File: config.mk
export PLATFORM = sky130hd
export DESIGN_NAME = regfile_wb_arbiter
export DESIGN_NICKNAME = d
export VERILOG_FILES = /design/src/rtl/regfile_wb_arbiter.sv
export SDC_FILE = /design/constraint.sdc
export NUM_CORES = 1
export LEC_CHECK = 0
export BUFFER_PORTS_ARGS = -buffer_cell sky130_fd_sc_hd__buf_2
export CAP_MARGIN = 15
export CORE_MARGIN = 4
export CORE_UTILIZATION = 48
export CTS_CLUSTER_DIAMETER = 40
export CTS_CLUSTER_SIZE = 40
export DETAILED_ROUTE_END_ITERATION = 6
export PLACE_DENSITY = 0.78
export REMOVE_ABC_BUFFERS = 1
export SLEW_MARGIN = 20
export SYNTH_ARGS = -nofsm -noshare
export SYNTH_HDL_FRONTEND = slang
export SYNTH_SLANG_ARGS = --single-unit
File: constraint.sdc
create_clock -name clk -period 2.3 [get_ports clk]
set_input_delay 0.23 -clock clk [delete_from_list [all_inputs] [get_ports clk]]
set_output_delay 0.23 -clock clk [all_outputs]
set_load 0.01 [all_outputs]
File: src/rtl/regfile_wb_arbiter.sv
// Round-robin writeback arbiter for the register file write port, with a pending-write scoreboard.
// Optional WB_BYPASS_EN adds registered same-edge write bypass outputs for two read ports.
module regfile_wb_arbiter #(
  parameter int DW = 16,
  parameter int AW = 4
) (
  input  logic              clk,
  input  logic              rst,
  input  logic              a_valid,
  output logic              a_ready,
  input  logic [AW-1:0]     a_addr,
  input  logic [DW-1:0]     a_data,
  input  logic              b_valid,
  output logic              b_ready,
  input  logic [AW-1:0]     b_addr,
  input  logic [DW-1:0]     b_data,
  input  logic              claim_valid,
  input  logic [AW-1:0]     claim_addr,
`ifdef WB_BYPASS_EN
  input  logic [AW-1:0]     ra1,
  input  logic [AW-1:0]     ra2,
  output logic              byp1_hit,
  output logic              byp2_hit,
  output logic [DW-1:0]     byp_data,
`endif
  output logic              we,
  output logic [AW-1:0]     wa,
  output logic [DW-1:0]     wd,
  output logic [2**AW-1:0]  pend_mask,
  output logic              err
);

  typedef enum logic {GRANT_A = 1'b0, GRANT_B = 1'b1} grant_e;

  grant_e             last_grant;
  logic               xfer;
  logic [AW-1:0]      g_addr;
  logic [DW-1:0]      g_data;
  logic [2**AW-1:0]   pend_next;
  logic               claim_hit;

  // Ready looks only at the valids and last_grant, never at the other ready.
  always_comb begin
    a_ready = 1'b0;
    b_ready = 1'b0;
    if (!rst) begin
      a_ready = a_valid && (!b_valid || last_grant == GRANT_B);
      b_ready = b_valid && (!a_valid || last_grant == GRANT_A);
    end
  end

  always_comb begin
    xfer   = (a_valid && a_ready) || (b_valid && b_ready);
    g_addr = a_ready ? a_addr : b_addr;
    g_data = a_ready ? a_data : b_data;
  end

  // Clear applied before set so a same-cycle claim supersedes the retiring write.
  always_comb begin
    pend_next = pend_mask;
    if (xfer)
      pend_next[g_addr] = 1'b0;
    if (claim_valid)
      pend_next[claim_addr] = 1'b1;
    claim_hit = claim_valid && (claim_addr == g_addr);
  end

  always_ff @(posedge clk) begin
    if (rst) begin
      last_grant <= GRANT_B;
      we         <= 1'b0;
      wa         <= '0;
      wd         <= '0;
      pend_mask  <= '0;
      err        <= 1'b0;
    end else begin
      we        <= xfer;
      pend_mask <= pend_next;
      if (xfer) begin
        wa         <= g_addr;
        wd         <= g_data;
        last_grant <= a_ready ? GRANT_A : GRANT_B;
        if (!pend_mask[g_addr] && !claim_hit)
          err <= 1'b1;
      end
    end
  end

`ifdef WB_BYPASS_EN
  always_ff @(posedge clk) begin
    if (rst) begin
      byp1_hit <= 1'b0;
      byp2_hit <= 1'b0;
      byp_data <= '0;
    end else begin
      byp1_hit <= we && (wa == ra1);
      byp2_hit <= we && (wa == ra2);
      byp_data <= wd;
    end
  end
`endif

endmodule

==> results of run 1 <==
-- flip-flops by register name (all words and copies together), names as in the netlist --
register and cells:
pend_mask 16, err 1, wa 4, last_grant 1
we 1, wd 16
-- kinds of logic after synthesis --
logic type,after synthesis,synth area share
AND/OR/NAND/NOR,124,0.291
AO/OA/AOI/OAI,82,0.269
flip-flops,39,0.364
buffers and inverters,24,0.0514
multiplexers,4,0.0245
-- worst paths after layout --
kind | endpoint | slack, ps
setup reg to reg | err | 150
hold / removal | wd[15] | 190
setup / recovery | err | 150
hold reg to reg | wd[15] | 500
-- where the power goes --
| part | leakage, nW | internal, mW | switching [mW] |
|---|---|---|---|
| Combinational | 0.835 | 0.132 | 0.200 |
| Sequential | 0.320 | 0.714 | 0.0211 |
| Clock | 0.0422 | 0.213 | 0.237 |
-- worst reg2reg max path, stage by stage (launching register included) --
cell,delay [ps]
dfxtp_1,330
nand2b_1,350
nand2_8,210
inv_1,100
a21boi_2,300
a211oi_1,100
a2111o_1,390
o32ai_1,270
-- cell usage after synthesis, drive strengths merged (3+ instances only) --
library cell / instances
a211oi: 6
mux2i: 4
inv: 7
nand2b: 9
o221ai: 5
nand3b: 4
dfxtp: 39
a311oi: 17
and3b: 3
buf: 6
nand2: 49
and3: 6
a21oi: 19
nor2b: 3
nor2: 31
o21ai: 24
nand3: 9
clkbuf: 11
-- cell type report --
cell class                 instances  area (um2)
multi-input combinational        210        1260
clock buffer                       7        76.3
inverter                           7        26.3
timing repair buffer              92         470
clock inverter                     1        5.00
fill                             414        1640
tap                               52        65.1
sequential                        39         781
-- per-stage QoR --
step	hold slack, ps	instances
2_1_floorplan	299	256
3_3_place_gp	463	400
3_5_place_dp	484	400
4_1_cts	185	408
5_1_grt	195	408
6_report	192	408
-- routing by layer --
layer  vias to the layer above  GRT usage  wire length (um)
met5                         -          0                 0
met4                         0     0.0771                55
met3                         8     0.0454               605
met2                       110      0.389              3050
met1                      1047      0.299              2790
li1                       1151          -                 -
==> results.toml, run 1 <==
[outcome]
status = "finished clean"

[setup_path]
crit_path_top_delay_cell = "a2111o_1"
r2r_start = "last_grant"
cp_data_required_time_ps = 2510
startpoint = "last_grant"
cp-end-kind = "register"
reg2reg_depth = 7
path_max_fanout = 8
timing.critical_path.buf_inv = 1
startpoint_type = "register"
crit_type = "reg -> reg"
worstPathArrival_ps = 2360
worstPathCellList = "nand2b_1 > nand2_8 > inv_1 > a21boi_2 > a211oi_1 > a2111o_1 > o32ai_1"
critPathTopFamily = "compound AO/OA/AOI/OAI gates"
cp_num_cells = 7
cp_slowest_stage_delay_ps = 390

[cts]
cts_tree = "done"
clk_latency_ps = 300
ctsHtreeMaxLevel = 2
cts_buffers = 5
clock_sinks = 39
cts.reportedPaths.clkPinSlew_ps = 70
root_buffer = "clkbuf_8"
cts_resized = 0
postCtsHoldBufs = 0
clockBufferDepth = 2
cts_setup_buffers = 0

[yosys]
synthTopCellsByArea = "dfxtp_1 36%, nand2_1 8.4%, a311oi_1 7.0%"
synth_top_area_frac = 0.364
synth_edf_count = 0
synth_cells = 273
synth_cell_types = 49
postSynthAreaPerCell_um2 = 7.85
synth-seq-area-share = 0.364
synth_ff_type = "dfxtp_1"
syn-cell-area_um2 = 2140
ys_ff_latch = 39
yosysWarningCount = 0
synthArstFlopShare = 0
synth_area_leader_cell = "dfxtp_1"

[worst_hold_path]
hold_depth = 3
worstHoldStart = "a_data[15]"
min_path_type = "in -> reg"

[placement]
place_ws_ps = 203
routabilityCongestion = 0.892
port_buffers = 88
hpwlAfterDp_um = 4830
placed_area_um2 = 2600

[die]
die-area_um2 = 5600
die_h_um = 74.8
rows = 24
start_util = 0.495
die_width_um = 74.8
ioPinCount = 89
core_area_um2 = 4320

[final_layout]
final_core_util = 0.620
nets = 404
final_area_um2 = 2680
layout_common_cells = "88 x buf_2, 48 x nand2_1, 39 x dfxtp_1"
areaGrowthSynthToFinish_pct = 25.2
num_antenna_cells = 0
layout_commonest_cell = "buf_2"
drive_above_1_share = 0.312

[route]
drt_pre_antenna_iters = 4
vias = 2316
wl_per_cell_um = 15.9
remaining_drc_errors = 0
wirelength_um = 6510
drt-initial-drc-count = 104
antenna_left = 0
avgViaCountPerCell = 5.68

[run]
drv_cap = 0

[sta]
period_minus_slack_ps = 2150
setup_tns_ps = 0
setup_slack_ps = 151
fmax_ghz = 0.465
hold_viol = 0
max-slew-margin-rel = 0.663
worstMarginPinSlew_ps = 505
slew_violations = 0
finClkSkew_ps = 4.57
rsz0062_at_grt = "no"
post-route-period-util = 0.935
setup_viol = 0

[power_and_ir_drop]
p_leak_nw = 1.20
total_power_mw = 1.52
ir_drop_mv = 0.345
powerDensity_nw_per_um2 = 565

[global_route]
grt_pass1_vias = 2131
grt_use_total = 0.232
antenna_found_initial = 0
grt_pass1_wl_um = 9940
grt_max_degree = 41
grt_remaining_overflow = 0
Note: power is estimated with default switching activity, not from simulation.
==> run 2, diff against run 1 <==
--- a/config.mk
+++ b/config.mk
@@ -8,11 +8,11 @@
 export BUFFER_PORTS_ARGS = -buffer_cell sky130_fd_sc_hd__buf_2
 export CAP_MARGIN = 15
 export CORE_MARGIN = 4
-export CORE_UTILIZATION = 48
+export CORE_UTILIZATION = 45
 export CTS_CLUSTER_DIAMETER = 40
 export CTS_CLUSTER_SIZE = 40
 export DETAILED_ROUTE_END_ITERATION = 6
-export PLACE_DENSITY = 0.78
+export PLACE_DENSITY = 0.74
 export REMOVE_ABC_BUFFERS = 1
 export SLEW_MARGIN = 20
 export SYNTH_ARGS = -nofsm -noshare
==> constraint.sdc (replaced) <==
create_clock -name clk -period 2.3 [get_ports clk]
set_input_delay 0.115 -clock clk [delete_from_list [all_inputs] [get_ports clk]]
set_output_delay 0.115 -clock clk [all_outputs]
set_load 0.01 [all_outputs]
==> run 2 against run 1 <==
Net effect: clock skew up 1.1 ps; power up 0.27%; hold slack lost 110 ps; die area increased by 6.0%; first-iteration DRC count rose by 13%; core utilization fell by 1.8 points; worst setup slack improved by 27 ps; sequential power is essentially flat; wire length shrank 1.4%; non-clock buffer count is 1 higher; global-route usage down 0.92 points; critical endpoint unchanged; clock power rose by 1%.
==> results.toml, run 2 (synthesis results as in run 1) <==
[cts]
postCtsHoldBufs = 0
cts_setup_buffers = 0
cts_buffers = 5
cts.reportedPaths.clkPinSlew_ps = 80
clockBufferDepth = 2
ctsHtreeMaxLevel = 2
clk_latency_ps = 290
cts_tree = "done"
clock_sinks = 39
cts_resized = 0
root_buffer = "clkbuf_8"

[global_route]
grt_remaining_overflow = 0
grt_pass1_wl_um = 10900
grt_max_degree = 35
grt_pass1_vias = 2294
grt-busiest-layer = "met2"
met1_usage = 0.302
grt_use_total = 0.223
grt_util_met2 = 0.347
antenna_found_initial = 0
grt.met3_usage = 0.0644

[final_layout]
largestRegisters = "pend_mask (16), wd (16), wa (4)"
fillers = 431
drive_above_1_share = 0.317
areaGrowthSynthToFinish_pct = 25.8
num_antenna_cells = 0
regArea_um2 = 781
nets = 405
layout_common_cells = "88 x buf_2, 48 x nand2_1, 39 x dfxtp_1"
final_area_um2 = 2690
layout_commonest_cell = "buf_2"
multi_input_area_um2 = 1260

[outcome]
status = "finished clean"

[die]
die_h_um = 77.0
rows = 24
start_util = 0.479
die-area_um2 = 5930
die_width_um = 77.0
ioPinCount = 89
core_area_um2 = 4470

[placement]
port_buffers = 88
hpwlAfterDp_um = 4850
placed_area_um2 = 2610
routabilityCongestion = 0.962

[sta]
fmax_ghz = 0.471
max-slew-margin-rel = 0.679
post-route-period-util = 0.923
finClkSkew_ps = 5.63
hold_viol = 0
slew_violations = 0
rsz0062_at_grt = "no"
setup_viol = 0
setup_tns_ps = 0
worstMarginPinSlew_ps = 482
period_minus_slack_ps = 2120

[route]
wl_per_cell_um = 15.7
wirelength_um = 6410
remaining_drc_errors = 0
avgViaCountPerCell = 5.57
antenna_left = 0
vias = 2278
drt-initial-drc-count = 117
drt_pre_antenna_iters = 4

[setup_path]
worstPathArrival_ps = 2330
cp_data_required_time_ps = 2500
crit_type = "reg -> reg"
worstPathCellList = "nand2b_1 > and4_1 > a31oi_4 > a21oi_1 > a2111o_1 > o32ai_1"
rrSetupSlack_ps = 180
r2r_end = "err"
startpoint_type = "register"
startpoint = "last_grant"
cp_num_cells = 6
r2r_start = "last_grant"
path_max_fanout = 8
crit_path_top_delay_cell = "a2111o_1"
cp-end-kind = "register"
cp_slowest_stage_delay_ps = 420
reg2reg_depth = 6
critPathTopFamily = "compound AO/OA/AOI/OAI gates"
crit_end = "err"
timing.critical_path.buf_inv = 0

[run]
drv_cap = 0

[worst_hold_path]
hold_depth = 3
min_path_type = "in -> reg"

[power_and_ir_drop]
p_leak_nw = 1.20
ir_drop_mv = 0.322
powerDensity_nw_per_um2 = 565
[run 2: worst min path at each step]
stage                           from      endpoint  slack [ps]
after global placement    a_data[13]        wd[13]         390
after CTS                  a_data[2]         wd[2]          80
after floorplan                  rst  pend_mask[0]         180
final                      a_data[0]         wd[0]          80
after global routing       a_data[2]         wd[2]          80
after detailed placement   a_data[9]         wd[9]         390
[run 2: final cells by class]
type / count / area share
tap: 52 / 0.0242
timing repair buffer: 93 / 0.177
clock inverter: 2 / 0.00464
sequential: 39 / 0.290
inverter: 7 / 0.00975
multi-input combinational: 210 / 0.467
clock buffer: 6 / 0.0269
[run 2: report_power, final]
group / leakage [nW] / total [mW] / internal [mW] / switching, mW
clock: 0.0412 / 0.455 / 0.212 / 0.243
combinational: 0.840 / 0.332 / 0.134 / 0.199
sequential: 0.320 / 0.734 / 0.714 / 0.0199
total: 1.20 / 1.52 / 1.06 / 0.462
[run 2: per-layer routing]
layer	up-vias	share of wire
met5	-	0
met2	106	0.44
met3	10	0.084
li1	1157	-
met4	0	0.012
met1	1005	0.46
[run 2: stage by stage]
step | total power, mW | setup slack (ps) | std cells | hold WS (ps) | utilization
detailed placement | 1.08 | 248 | 401 | 388 | 0.583
finish | 1.52 | 178 | 409 | 80.8 | 0.602
global placement | 1.08 | 276 | 401 | 385 | 0.583
floorplan | 0.925 | 20.9 | 256 | 184 | -
global route | 1.61 | 26.7 | 409 | 78.5 | 0.602
CTS | 1.53 | 200 | 409 | 77.7 | 0.602
[run 2: worst min-delay path: stages]
cell      delay (ps)
buf_2             90
nand2_1           50
a311oi_1          70
